**config.mk**
```make
export PLATFORM = sky130hd
export DESIGN_NAME = bus_mem_responder
export DESIGN_NICKNAME = d
export VERILOG_FILES = /design/src/rtl/pycpu_bus_pkg.sv /design/src/rtl/bus_mem_array.sv /design/src/rtl/bus_mem_responder.sv
export SDC_FILE = /design/constraint.sdc
export NUM_CORES = 2
export LEC_CHECK = 0
export BUFFER_PORTS_ARGS = -buffer_cell sky130_fd_sc_hd__buf_2
export CAP_MARGIN = 20
export CORE_UTILIZATION = 50
export DETAILED_ROUTE_END_ITERATION = 12
export PLACE_DENSITY = 0.75
export SYNTH_ARGS = -nofsm -noshare
export SYNTH_HDL_FRONTEND = slang
export SYNTH_HIERARCHICAL = 1
export SYNTH_SLANG_ARGS = --single-unit
```
**constraint.sdc**
```tcl
create_clock -name clk -period 11.6 [get_ports clk]
set_clock_uncertainty 0.05 [all_clocks]
set_input_delay 1.16 -clock clk [delete_from_list [all_inputs] [get_ports clk]]
set_output_delay 1.16 -clock clk [all_outputs]
set_load 0.1 [all_outputs]
```
**src/rtl/pycpu_bus_pkg.sv**
```systemverilog
// Shared constants for the pycpu external bus: data width, read/write encoding
// and the memory responder's state encoding.
package pycpu_bus_pkg;

   localparam int BUS_W = 16;

   localparam logic RW_READ  = 1'b0;
   localparam logic RW_WRITE = 1'b1;

   localparam logic [1:0] ST_IDLE   = 2'd0;
   localparam logic [1:0] ST_WAIT   = 2'd1;
   localparam logic [1:0] ST_ACCESS = 2'd2;
   localparam logic [1:0] ST_RESP   = 2'd3;

endpackage

```
**src/rtl/bus_mem_array.sv**
```systemverilog
// Single-port synchronous word RAM behind the bus responder; read data is
// registered and reflects the addressed word as it was before any same-edge write.
module bus_mem_array #(
   parameter int DEPTH = 256,
   parameter int AW    = 8,
   parameter int DW    = 16
) (
   input  logic          clk,
   input  logic          we,
   input  logic [AW-1:0] addr,
   input  logic [DW-1:0] wdata,
   output logic [DW-1:0] rdata
);

   logic [DW-1:0] mem [DEPTH];

   always_ff @(posedge clk) begin
      if (we) begin
         mem[addr] <= wdata;
      end
      rdata <= mem[addr];
   end

endmodule

```
**src/rtl/bus_mem_responder.sv**
```systemverilog
// Memory-side responder of the CPU external bus with programmable wait states.
// Define BUS_MEM_FAULT_INT_EN to add the out-of-range fault interrupt and sticky fault address.
module bus_mem_responder
   import pycpu_bus_pkg::*;
#(
   parameter int DEPTH       = 256,
   parameter int AW          = 8,
   parameter int WAIT_STATES = 2
) (
   input  logic             clk,
   input  logic             n_rst,
   input  logic             i_req,
   input  logic             i_rw,
   input  logic [BUS_W-1:0] i_addr,
   input  logic [BUS_W-1:0] i_data,
   output logic [BUS_W-1:0] o_data,
   output logic             o_data_oe,
   output logic             o_lock,
   output logic             o_ack
`ifdef BUS_MEM_FAULT_INT_EN
   ,
   output logic             o_fault_int
`endif
);

   logic [1:0]       state_q, state_d;
   logic [3:0]       cnt_q, cnt_d;
   logic [BUS_W-1:0] addr_q, addr_d;
   logic [BUS_W-1:0] wdata_q, wdata_d;
   logic [BUS_W-1:0] odata_q, odata_d;
   logic             rw_q, rw_d;
   logic             lock_q, lock_d;
   logic             ack_q, ack_d;
   logic             oe_q, oe_d;

   logic             outOfRange;
   logic             memWe;
   logic [BUS_W-1:0] memRdata;
   logic [BUS_W-1:0] readValue;
   logic             respRead;

   assign outOfRange = (32'(addr_q) >= DEPTH);
   assign memWe      = (state_q == ST_ACCESS) && (rw_q == RW_WRITE) && !outOfRange;
   assign readValue  = outOfRange ? '0 : memRdata;
   assign respRead   = (state_q == ST_RESP) && (rw_q == RW_READ);

   bus_mem_array #(
      .DEPTH (DEPTH),
      .AW    (AW),
      .DW    (BUS_W)
   ) u_array (
      .clk   (clk),
      .we    (memWe),
      .addr  (addr_q[AW-1:0]),
      .wdata (wdata_q),
      .rdata (memRdata)
   );

   // The RAM output lands in the RESP cycle, so read data is forwarded live there
   // and captured on leaving RESP so that it holds afterwards.
   always_comb begin
      state_d = state_q;
      cnt_d   = cnt_q;
      addr_d  = addr_q;
      wdata_d = wdata_q;
      rw_d    = rw_q;
      odata_d = odata_q;
      lock_d  = lock_q;
      ack_d   = 1'b0;
      oe_d    = 1'b0;
      case (state_q)
         ST_IDLE: begin
            if (i_req) begin
               addr_d  = i_addr;
               rw_d    = i_rw;
               wdata_d = i_data;
               lock_d  = 1'b1;
               if (WAIT_STATES > 0) begin
                  state_d = ST_WAIT;
                  cnt_d   = 4'(WAIT_STATES - 1);
               end else begin
                  state_d = ST_ACCESS;
               end
            end
         end
         ST_WAIT: begin
            if (cnt_q == 4'd0) begin
               state_d = ST_ACCESS;
            end else begin
               cnt_d = cnt_q - 4'd1;
            end
         end
         ST_ACCESS: begin
            state_d = ST_RESP;
            lock_d  = 1'b0;
            ack_d   = 1'b1;
            oe_d    = (rw_q == RW_READ);
         end
         default: begin
            state_d = ST_IDLE;
            if (rw_q == RW_READ) begin
               odata_d = readValue;
            end
         end
      endcase
   end

   always_ff @(posedge clk or negedge n_rst) begin
      if (!n_rst) begin
         state_q <= ST_IDLE;
         cnt_q   <= '0;
         addr_q  <= '0;
         wdata_q <= '0;
         rw_q    <= RW_READ;
         odata_q <= '0;
         lock_q  <= 1'b0;
         ack_q   <= 1'b0;
         oe_q    <= 1'b0;
      end else begin
         state_q <= state_d;
         cnt_q   <= cnt_d;
         addr_q  <= addr_d;
         wdata_q <= wdata_d;
         rw_q    <= rw_d;
         odata_q <= odata_d;
         lock_q  <= lock_d;
         ack_q   <= ack_d;
         oe_q    <= oe_d;
      end
   end

   assign o_data    = respRead ? readValue : odata_q;
   assign o_data_oe = oe_q;
   assign o_lock    = lock_q;
   assign o_ack     = ack_q;

`ifdef BUS_MEM_FAULT_INT_EN
   logic             faultInt_q;
   logic [BUS_W-1:0] fault_addr_q;

   always_ff @(posedge clk or negedge n_rst) begin
      if (!n_rst) begin
         faultInt_q   <= 1'b0;
         fault_addr_q <= '0;
      end else begin
         faultInt_q <= (state_q == ST_ACCESS) && outOfRange;
         if ((state_q == ST_ACCESS) && outOfRange) begin
            fault_addr_q <= addr_q;
         end
      end
   end

   assign o_fault_int = faultInt_q;
`endif

endmodule

```
==> results.yml <==
cts:
  tritoncts: "built"
  clkLatencyLatePin_ns: 0.92
  cts_buffers: 401
  ctsResizeCount: 0
  cts_hold_buf: 0
  path_clk_slew_ns: 0.07
  htreeDepth: 5
  cts_setup_buffers: 0
  clk_path_buf_depth: 4
  root_buffer: "clkbuf_16"
  clock-sinks: 4170
pwr:
  p_int_uw: 30600
  seq_power_share_pct: 43.9
  power.total_uw: 45100
  peakVddDrop_mv: 0.274
  clockPowerShare_pct: 28.5
  p_per_area_nw_per_um2: 253
  p_sw_share_pct: 32.0
  power.share.combinational_pct: 27.6
  p_sw_uw: 14400
  power_leakage_uw: 0.0549
run:
  max_cap_violations: 0
critical_path:
  crit_path_end_kind: "flop"
  cp_common_cell: "buf_4"
  critPathKind: "reg -> reg"
  crit_required_ns: 12.29
  cp.arrival_ns: 6.75
  cp_max_fo: 141
  start_kind: "flop"
  slowest_delay_ns: 0.97
  path_cells: "buf_12, buf_4, buf_4, mux4_2, a22oi_1, a21oi_1, o41ai_1, buf_4, nand4_1"
  cpMaxStageDelayCell: "dfrtp_4"
  critPathLaunch: "addr_q[1]"
  reg2reg_from: "addr_q[1]"
final_layout:
  fin_util_pct: 56.7
  final_area_um2: 178000
  layout_commonest_cell: "edfxtp_1"
  area_delta_synth_final_pct: 12.8
  fillers: 21600
  drive_gt1_share_pct: 28.5
  final_cells: 11900
  final_nets: 7412
  mostFrequentLayoutCells: "edfxtp_1 (4096), mux4_2 (1024), a22oi_1 (512), clkbuf_16 (407), buf_4 (335)"
timing:
  rsz0062_at_grt: "false"
  hold_viol: 0
  tightest_slew_ns: 1.48
  fin_crit_ns: 6.06
  slew_headroom_pct: 1.15
  fmax_ghz: 0.165
  finalSetupViolations: 0
  slew_violations: 0
  fin_crit_sh_pct: 52.2
  tns_ns: 0
place:
  port_buffers: 54
  place_congestion: 0.847
  dpl_cell_area_um2: 165000
  placedCellCount: 11100
  dp_hpwl_um: 221000
synth:
  seq_area_frac_synth_pct: 78.9
  syn_area_um2: 158000
  synth_area_per_cell_um2: 22.7
  syn-num-nets: 7012
  synth_edf_count: 4096
  ys_warn_count: 6
  syn_inst: 6969
  synth-main-ff-cell: "edfxtp_1"
  async_flop_share_pct: 1.39
  synth_cell_types: 43
  yosys_register_bits: 4170
grt:
  grt_pass1_vias: 78300
  antenna_found_initial: 19
  grt_pass1_wl_um: 574000
  grt_overflow: 0
  grt_max_degree: 228
  track_usage_pct: 25.2
drt:
  drc: 0
  antenna_left: 0
  vias: 78700
  firstDrtPassIters: 5
  wire_per_inst_um: 34.0
  drtIter0Drc: 12600
  viasPerCell: 6.63
  drt_wl_total_um: 404000
outcome:
  status: "completed"
floorplanning:
  num_rows: 206
  die-height_um: 564
  ioPinCount: 55
  dieWidth_um: 564
  coreArea_um2: 315000
  die-area_um2: 319000
  start_util_pct: 50.2
min_path:
  hold_path.class: "in -> async"
cell type report:
class                      count  area (um2)  share of cell area (%)
sequential                  4170      125000                    70.0
multi-input combinational   2342       31900                    17.9
clock buffer                 515       10700                    6.02
tap                         4160        5200                    2.92
timing repair buffer         432        3520                    1.97
clock inverter               216        2100                    1.18
inverter                      22        82.6                  0.0463
antenna                       10        25.0                  0.0140
power by group through the flow:
stage | Combinational, uW | Sequential (uW) | Clock (uW)
6_report | 12500 | 19800 | 12800
5_1_grt | 12900 | 19800 | 13500
4_1_cts | 12300 | 19800 | 12900
3_5_place_dp | 12200 | 20100 | 0
3_3_place_gp | 11800 | 20100 | 0
2_1_floorplan | 7020 | 20900 | 0
layer usage:
| layer | vias to the layer above | global-route usage (%) | routed length (um) |
|---|---|---|---|
| met5 | - | 0 | 126 |
| met1 | 41400 | 33.8 | 142000 |
| met3 | 857 | 6.36 | 50800 |
| li1 | 30700 | - | - |
| met2 | 5786 | 39.5 | 192000 |
| met4 | 18 | 11.0 | 19500 |
worst paths after layout:
| kind | slack, ns | end | depth (start not counted) |
|---|---|---|---|
| setup reg to reg | 5.54 | u_array/rdata[4] | 9 |
| hold / removal | 0.33 | addr_q[3] | 1 |
| hold reg to reg | 0.44 | odata_q[13] | 2 |
| max in group asynchronous | 10.28 | addr_q[0] | 1 |
| min in group clk | 0.41 | wdata_q[11] | 2 |
| setup / recovery | 5.54 | u_array/rdata[4] | 9 |
cells by family (layout without fill, tap and decap cells):
| group | after synthesis | in the layout | synth area share [%] |
|---|---|---|---|
| other cells | 0 | 10 | 0 |
| flops | 4170 | 4170 | 78.9 |
| compound gates | 875 | 875 | 3.81 |
| simple gates | 398 | 398 | 1.07 |
| mux | 1062 | 1062 | 14.9 |
| fa+ha+maj | 7 | 7 | 0.0554 |
| buf+inv | 457 | 1185 | 1.31 |
cells in the mapped netlist, types with 2 or more instances:
master	instances	area [um2]
inv_1	22	82.6
mux2_2	33	372
buf_4	16	120
buf_1	56	210
nand4_1	16	100
a22oi_1	512	3840
nor4_1	2	12.5
mux2i_1	4	40.0
mux4_2	1024	23100
clkbuf_1	255	957
nand3b_1	2	15.0
or2_2	2	12.5
buf_2	82	410
o31ai_1	34	255
or3_1	2	12.5
nor2b_1	10	62.6
dfxtp_1	16	320
nor3_1	30	150
buf_6	26	293
a21oi_1	257	1290
nand2_1	66	248
nor2_1	235	882
nand3_1	13	65.1
edfxtp_1	4096	123000
and2_1	3	18.8
nand2b_1	12	75.1
dfrtp_1	58	1450
ha_1	7	87.6
o41ai_1	64	561
sequential cells by signal, indices dropped and copies added (netlist names):
signal / count
state_q: 2
u_array/mem: 4096
odata_q: 16
addr_q: 16
wdata_q: 16
rw_q: 1
o_ack: 1
cnt_q: 4
o_data_oe: 1
o_lock: 1
u_array/rdata: 16
metrics by stage:
stage          hold WS [ns]  worst slack, ns
5_1_grt               0.402             5.59
3_3_place_gp          0.411             4.08
6_report              0.333             5.54
3_5_place_dp          0.421             5.77
4_1_cts               0.343             5.73
2_1_floorplan         0.390             7.18
worst max-delay path: cells and delay by family (launching register included):
family / cells / cell delay (ns)
buffers and inverters: 4 / 2.51
flip-flops: 1 / 0.97
AND/OR/NAND/NOR: 1 / 0.08
multiplexers: 1 / 0.44
AO/OA/AOI/OAI: 3 / 1.32
Note: power is estimated with default switching activity, not from simulation.
